[config.mk]
export PLATFORM = sky130hd
export DESIGN_NAME = busca_instrucao_flat
export DESIGN_NICKNAME = d
export VERILOG_FILES = /design/src/rtl/busca_instrucao_pkg.sv /design/src/rtl/busca_instrucao_if.sv /design/src/rtl/busca_instrucao_watchdog.sv /design/src/rtl/busca_instrucao.sv /design/src/flat_wrapper.sv
export SDC_FILE = /design/constraint.sdc
export NUM_CORES = 1
export LEC_CHECK = 0
export ABC_AREA = 1
export CORE_MARGIN = 2
export CORE_UTILIZATION = 45
export DETAILED_ROUTE_END_ITERATION = 16
export HOLD_SLACK_MARGIN = 0.08
export PLACE_DENSITY_LB_ADDON = 0.1
export SLEW_MARGIN = 25
export SYNTH_ARGS = -nofsm -noshare
export SYNTH_HDL_FRONTEND = slang
export SYNTH_SLANG_ARGS = --single-unit
[constraint.sdc]
create_clock -name clock -period 3.5 [get_ports clock]
set_input_delay 0.35 -clock clock [delete_from_list [all_inputs] [get_ports clock]]
set_output_delay 0.35 -clock clock [all_outputs]
set_load 0.02 [all_outputs]
[src/rtl/busca_instrucao_pkg.sv]
// Shared definitions for the instruction-fetch slice: default widths, NOP word and FSM state encoding.
package busca_instrucao_pkg;

    localparam int ADDR_WIDTH_DEF     = 6;
    localparam int INSTR_WIDTH_DEF    = 32;
    localparam int TIMEOUT_CYCLES_DEF = 15;
    localparam logic [INSTR_WIDTH_DEF-1:0] NOP_WORD_DEF = '0;

    typedef enum logic [1:0] {
        IDLE  = 2'd0,
        WAIT  = 2'd1,
        VALID = 2'd2
    } estado_t;

endpackage

[src/rtl/busca_instrucao_if.sv]
// Memory and decoder handshake bundle of the fetch unit (master = fetch unit side).
interface busca_instrucao_if #(
    parameter int ADDR_WIDTH  = 6,
    parameter int INSTR_WIDTH = 32
);
    logic                   mem_req;
    logic [ADDR_WIDTH-1:0]  mem_addr;
    logic                   mem_ready;
    logic [INSTR_WIDTH-1:0] mem_rdata;
    logic                   instr_valid;
    logic [INSTR_WIDTH-1:0] instr;
    logic [ADDR_WIDTH-1:0]  instr_addr;
    logic                   consume;

    modport master (
        output mem_req, mem_addr, instr_valid, instr, instr_addr,
        input  mem_ready, mem_rdata, consume
    );

    modport slave (
        input  mem_req, mem_addr, instr_valid, instr, instr_addr,
        output mem_ready, mem_rdata, consume
    );
endinterface

[src/rtl/busca_instrucao_watchdog.sv]
// Fetch watchdog: counts WAIT cycles without mem_ready and raises a sticky error at the limit.
module watchdog_busca #(
    parameter int TIMEOUT_CYCLES = 15
) (
    input  logic clock,
    input  logic reset,
    input  logic limpa,
    input  logic conta,
    output logic expira,
    output logic fetch_err
);
    logic [3:0] cnt;

    // Expire on the cycle that would bring the count to the limit.
    assign expira = conta && (cnt == 4'(TIMEOUT_CYCLES - 1));

    always_ff @(posedge clock) begin
        if (reset) begin
            cnt       <= '0;
            fetch_err <= 1'b0;
        end else begin
            if (limpa || expira)
                cnt <= '0;
            else if (conta)
                cnt <= cnt + 4'd1;
            if (expira)
                fetch_err <= 1'b1;
        end
    end
endmodule

[src/rtl/busca_instrucao.sv]
// Instruction-fetch unit: PC -> variable-latency memory -> decoder, with redirect discard.
// Optional fetch watchdog enabled by defining FETCH_TIMEOUT_EN.
module busca_instrucao
    import busca_instrucao_pkg::*;
#(
    parameter int ADDR_WIDTH     = ADDR_WIDTH_DEF,
    parameter int INSTR_WIDTH    = INSTR_WIDTH_DEF,
    parameter logic [INSTR_WIDTH-1:0] NOP_WORD = '0,
    parameter int TIMEOUT_CYCLES = TIMEOUT_CYCLES_DEF
) (
    input  logic                  clock,
    input  logic                  reset,
    input  logic [ADDR_WIDTH-1:0] cp,
    input  logic                  redirect,
    busca_instrucao_if.master     bus,
    output logic                  avanca_cp,
    output logic                  fetch_err
);
    estado_t                estado, estado_d;
    logic                   mem_req_q, mem_req_d;
    logic [ADDR_WIDTH-1:0]  mem_addr_q, mem_addr_d;
    logic                   valid_q, valid_d;
    logic [INSTR_WIDTH-1:0] instr_q, instr_d;
    logic [ADDR_WIDTH-1:0]  iaddr_q, iaddr_d;
    logic                   avanca_q, avanca_d;
    logic                   descarta_q, descarta_d;
    logic                   expira;

`ifdef FETCH_TIMEOUT_EN
    watchdog_busca #(.TIMEOUT_CYCLES(TIMEOUT_CYCLES)) u_watchdog (
        .clock     (clock),
        .reset     (reset),
        .limpa     (estado == IDLE),
        .conta     ((estado == WAIT) && !bus.mem_ready),
        .expira    (expira),
        .fetch_err (fetch_err)
    );
`else
    assign expira    = 1'b0;
    assign fetch_err = 1'b0;
`endif

    always_ff @(posedge clock) begin
        if (reset) begin
            estado     <= IDLE;
            mem_req_q  <= 1'b0;
            mem_addr_q <= '0;
            valid_q    <= 1'b0;
            instr_q    <= NOP_WORD;
            iaddr_q    <= '0;
            avanca_q   <= 1'b0;
            descarta_q <= 1'b0;
        end else begin
            estado     <= estado_d;
            mem_req_q  <= mem_req_d;
            mem_addr_q <= mem_addr_d;
            valid_q    <= valid_d;
            instr_q    <= instr_d;
            iaddr_q    <= iaddr_d;
            avanca_q   <= avanca_d;
            descarta_q <= descarta_d;
        end
    end

    always_comb begin
        estado_d = estado;
        case (estado)
            IDLE:  estado_d = WAIT;
            WAIT: begin
                if (bus.mem_ready)
                    estado_d = (descarta_q || redirect) ? IDLE : VALID;
                else if (expira)
                    estado_d = IDLE;
            end
            VALID: if (redirect || bus.consume) estado_d = IDLE;
            default: estado_d = IDLE;
        endcase
    end

    always_comb begin
        mem_req_d  = mem_req_q;
        mem_addr_d = mem_addr_q;
        valid_d    = valid_q;
        instr_d    = instr_q;
        iaddr_d    = iaddr_q;
        avanca_d   = 1'b0;
        descarta_d = descarta_q;
        case (estado)
            IDLE: begin
                mem_req_d  = 1'b1;
                mem_addr_d = cp;
                descarta_d = 1'b0;
            end
            WAIT: begin
                // A redirect seen at any point of the transaction poisons its data.
                if (bus.mem_ready) begin
                    mem_req_d  = 1'b0;
                    descarta_d = 1'b0;
                    if (!(descarta_q || redirect)) begin
                        valid_d = 1'b1;
                        instr_d = bus.mem_rdata;
                        iaddr_d = mem_addr_q;
                    end
                end else if (expira) begin
                    mem_req_d  = 1'b0;
                    descarta_d = 1'b0;
                end else if (redirect) begin
                    descarta_d = 1'b1;
                end
            end
            VALID: begin
                if (redirect || bus.consume) begin
                    valid_d  = 1'b0;
                    instr_d  = NOP_WORD;
                    avanca_d = bus.consume && !redirect;
                end
            end
            default: begin
                mem_req_d = 1'b0;
                valid_d   = 1'b0;
                instr_d   = NOP_WORD;
            end
        endcase
    end

    assign bus.mem_req     = mem_req_q;
    assign bus.mem_addr    = mem_addr_q;
    assign bus.instr_valid = valid_q;
    assign bus.instr       = instr_q;
    assign bus.instr_addr  = iaddr_q;
    assign avanca_cp       = avanca_q;
endmodule

[src/flat_wrapper.sv]
// flat-port wrapper written by rule: the top's interface ports become plain ports
module busca_instrucao_flat import busca_instrucao_pkg::*;
#(
    parameter int ADDR_WIDTH     = ADDR_WIDTH_DEF,
    parameter int INSTR_WIDTH    = INSTR_WIDTH_DEF,
    parameter logic [INSTR_WIDTH-1:0] NOP_WORD = '0,
    parameter int TIMEOUT_CYCLES = TIMEOUT_CYCLES_DEF
)
  (clock, reset, cp, redirect, avanca_cp, fetch_err, bus_mem_req, bus_mem_addr, bus_instr_valid, bus_instr, bus_instr_addr, bus_mem_ready, bus_mem_rdata, bus_consume);
  busca_instrucao_if #(.ADDR_WIDTH(ADDR_WIDTH), .INSTR_WIDTH(INSTR_WIDTH)) bus_i ();
  input  logic clock;
  input  logic reset;
  input  logic [ADDR_WIDTH-1:0] cp;
  input  logic redirect;
  output logic avanca_cp;
  output logic fetch_err;
  output wire logic [$bits(bus_i.mem_req)-1:0] bus_mem_req;
  output wire logic [$bits(bus_i.mem_addr)-1:0] bus_mem_addr;
  output wire logic [$bits(bus_i.instr_valid)-1:0] bus_instr_valid;
  output wire logic [$bits(bus_i.instr)-1:0] bus_instr;
  output wire logic [$bits(bus_i.instr_addr)-1:0] bus_instr_addr;
  input wire logic [$bits(bus_i.mem_ready)-1:0] bus_mem_ready;
  input wire logic [$bits(bus_i.mem_rdata)-1:0] bus_mem_rdata;
  input wire logic [$bits(bus_i.consume)-1:0] bus_consume;
  assign bus_mem_req = bus_i.mem_req;
  assign bus_mem_addr = bus_i.mem_addr;
  assign bus_instr_valid = bus_i.instr_valid;
  assign bus_instr = bus_i.instr;
  assign bus_instr_addr = bus_i.instr_addr;
  assign bus_i.mem_ready = bus_mem_ready;
  assign bus_i.mem_rdata = bus_mem_rdata;
  assign bus_i.consume = bus_consume;
  busca_instrucao #(.ADDR_WIDTH(ADDR_WIDTH), .INSTR_WIDTH(INSTR_WIDTH), .NOP_WORD(NOP_WORD), .TIMEOUT_CYCLES(TIMEOUT_CYCLES)) u_core (.clock(clock), .reset(reset), .cp(cp), .redirect(redirect), .bus(bus_i), .avanca_cp(avanca_cp), .fetch_err(fetch_err));
endmodule
==> run metrics <==
status finished, final reports clean; Antenna Nets Post-Route 0; Seq/Total Area, Yosys 47.6%; P_leak 1.24 nW; die height 72.4 um; DIE AREA 5240 um2; Async S/R FF share, synth 0%; Core ar. 4410 um2; cell area after synthesis 2100 um2; Slew @ Worst Pin 0.631 ns; # Max-Cap Violations 0; setup TNS 0 ns; Fmax 0.504 GHz; Hold WS 0.449 ns; clk sink count 50; initial antenna violation count 0; WL final 5.29 mm; FP Rows 24; post-CTS setup buffers 0; YS warnings 0; vias in the first global route 2005; initial core utilization 47.6%; critical path data arrival time 2.22 ns; Distinct cells, synth 18; Remaining DRCs 0; CP Max Fanout 34; number of synthesized flops with an enable pin 0; CP bufs+invs 2; RSZ-0062 raised after global routing false; Slowest-stage cell, CP clkdlybuf4s50_1; Overall Global Routing Usage 20.9%; Slew Viols, Final 0; worst reg-to-reg setup slack 1.65 ns; drt first pass iters 5; TritonCTS clock tree done; crit share post-route 56.7%; CTS-repair resized insts 0; clock tree buffer depth 2; final hold vios 0; syn_nets 344; startpoint type of the worst setup path input pin; number of diodes 0; Critical Path, Cell by Cell clkdlybuf4s50_1 -> nor2_1 -> nand2_2 -> nand3_2 -> inv_2 -> nor2_1 -> nor2_1; hold-fix buffers at CTS 0; cell taking the most area after synthesis dfxtp_1; Rel. slew slack 57.8%; IO Port Bufs 89; CTS clock-pin slew for the worst setup and hold paths 0.08 ns; HPWL Detailed 3.58 mm; Initial DRC Count 121; Tmin final 1.98 ns; pre-CTS setup slack 1.19 ns; CP top delay family buffers and inverters; area grow syn2layout 45.6%; Chip Width 72.4 um; mean post-synth cell area 6.99 um2; max incr delay on CP 0.53 ns; WL/cell 12.2 um; most frequent cells after synthesis 80 x nor2_1, 67 x nand2_1, 50 x dfxtp_1, 32 x nand4_1, 16 x buf_2; # setup viols final 0; most used cell, CP nor2_1; layout cell share with drive strength beyond 1 3.95%; Final nets 423; Worst setup EP type flip-flop; routability cong. 0.837; routed via count 2186; #FFs+latches synth 50; synth top area cells dfxtp_1 48%, nor2_1 14%, nand2_1 12%; Hold Crit Class reg -> reg; Peak VDD IR 0.274 mV; cells after synthesis 301; Finished Cell Area 3060 um2; largest net degree at the start of global routing 35; CTS buffer count 5; crit path kind in -> reg; top-count cell post-synth nor2_1; dpl cell area 2990 um2; clock latency on the worst-skew pair 0.30 ns; final worst slack 1.52 ns; grt total ovfl 0; Setup Skew 0.00626 ns; I/O pins 91; CTS Root Cell clkbuf_8; P per Cell Area 423 nW/um2; Critical Path RT 3.74 ns; Via density 5.06; post-synth top area share 47.6%; H-Tree Depth 2; dominant synthesized flop cell dfxtp_1; first-pass GRT wire length 8.71 mm
## worst register-to-register path, stage by stage, from the launching register on
cell and delay [ns]:
dfxtp_1 0.35, inv_1 0.10, nor2_1 0.07, nand2_2 0.48
nand3_2 0.17, inv_2 0.43, nor2_1 0.09, nor2_1 0.10
## placed cells by master, fill, tap and decap left out
| master | n |
|---|---|
| nor2_1 | 80 |
| nand2_1 | 67 |
| inv_2 | 2 |
| o21ai_0 | 15 |
| nand3_2 | 1 |
| nand2_2 | 2 |
| nor2_4 | 1 |
| nand3_1 | 4 |
| dfxtp_1 | 50 |
| clkbuf_8 | 5 |
| clkdlybuf4s50_1 | 89 |
| conb_1 | 1 |
| clkinv_1 | 1 |
| nor3_1 | 1 |
| clkbuf_1 | 2 |
| inv_1 | 13 |
| nand4_1 | 32 |
| buf_4 | 4 |
| a21oi_1 | 10 |
## per-layer routing
metal | up-vias | track usage (%) | part of all wire [%]
met3 | 4 | 6.11 | 8.9
met4 | 0 | 5.24 | 0.74
met5 | - | 0 | 0
met2 | 105 | 36.4 | 48
li1 | 1118 | - | -
met1 | 959 | 25.3 | 42
## cell type report
class                           count  area, um2
Clock buffer                        7       76.3
Fill cell                         393       1350
Inverter                           16       60.1
Multi-Input combinational cell    214        940
Sequential cell                    50       1000
Tap cell                           52       65.1
Timing Repair Buffer               93        921
## through the flow
| stage | util (%) | power (mW) | cells |
|---|---|---|---|
| 3_3_place_gp | 67.7 | 0.996 | 425 |
| 6_report | 69.4 | 1.30 | 432 |
| 3_5_place_dp | 67.7 | 1.00 | 425 |
| 4_1_cts | 69.4 | 1.31 | 432 |
| 2_1_floorplan | - | 0.841 | 301 |
| 5_1_grt | 69.4 | 1.37 | 432 |
## flip-flops by register name, summed over array words and instances (netlist names)
| signal | count |
|---|---|
| u_core.bus.instr_addr | 6 |
| u_core.bus.mem_req | 1 |
| u_core.estado | 2 |
| u_core.bus.instr | 32 |
| u_core.bus.instr_valid | 1 |
| u_core.bus.mem_addr | 6 |
| u_core.descarta_q | 1 |
| u_core.avanca_cp | 1 |
## path summary, 6_finish.rpt
kind | from | to | depth (start not counted)
worst max-delay path | redirect | u_core.bus.instr[4] | 7
worst min-delay path | u_core.bus.instr_addr[4] | u_core.bus.instr_addr[4] | 2
worst min register to register | u_core.bus.instr_addr[4] | u_core.bus.instr_addr[4] | 2
worst max register to register | u_core.estado[1] | u_core.bus.instr[4] | 7
## cell families after synthesis
| kind of cell | after synthesis | share of synthesized area (%) |
|---|---|---|
| compound gates | 25 | 5.95 |
| buf+inv | 37 | 7.73 |
| flops | 50 | 47.6 |
| other cells | 1 | 0.178 |
| simple gates | 188 | 38.5 |
## power by group
part | switching, mW | leakage (nW) | internal, mW | total, mW
combinational | 0.184 | 0.791 | 0.162 | 0.347
clock | 0.172 | 0.0383 | 0.138 | 0.310
sequential | 0.0259 | 0.410 | 0.615 | 0.641
total | 0.382 | 1.24 | 0.915 | 1.30
(Power assumes the default switching activity.)
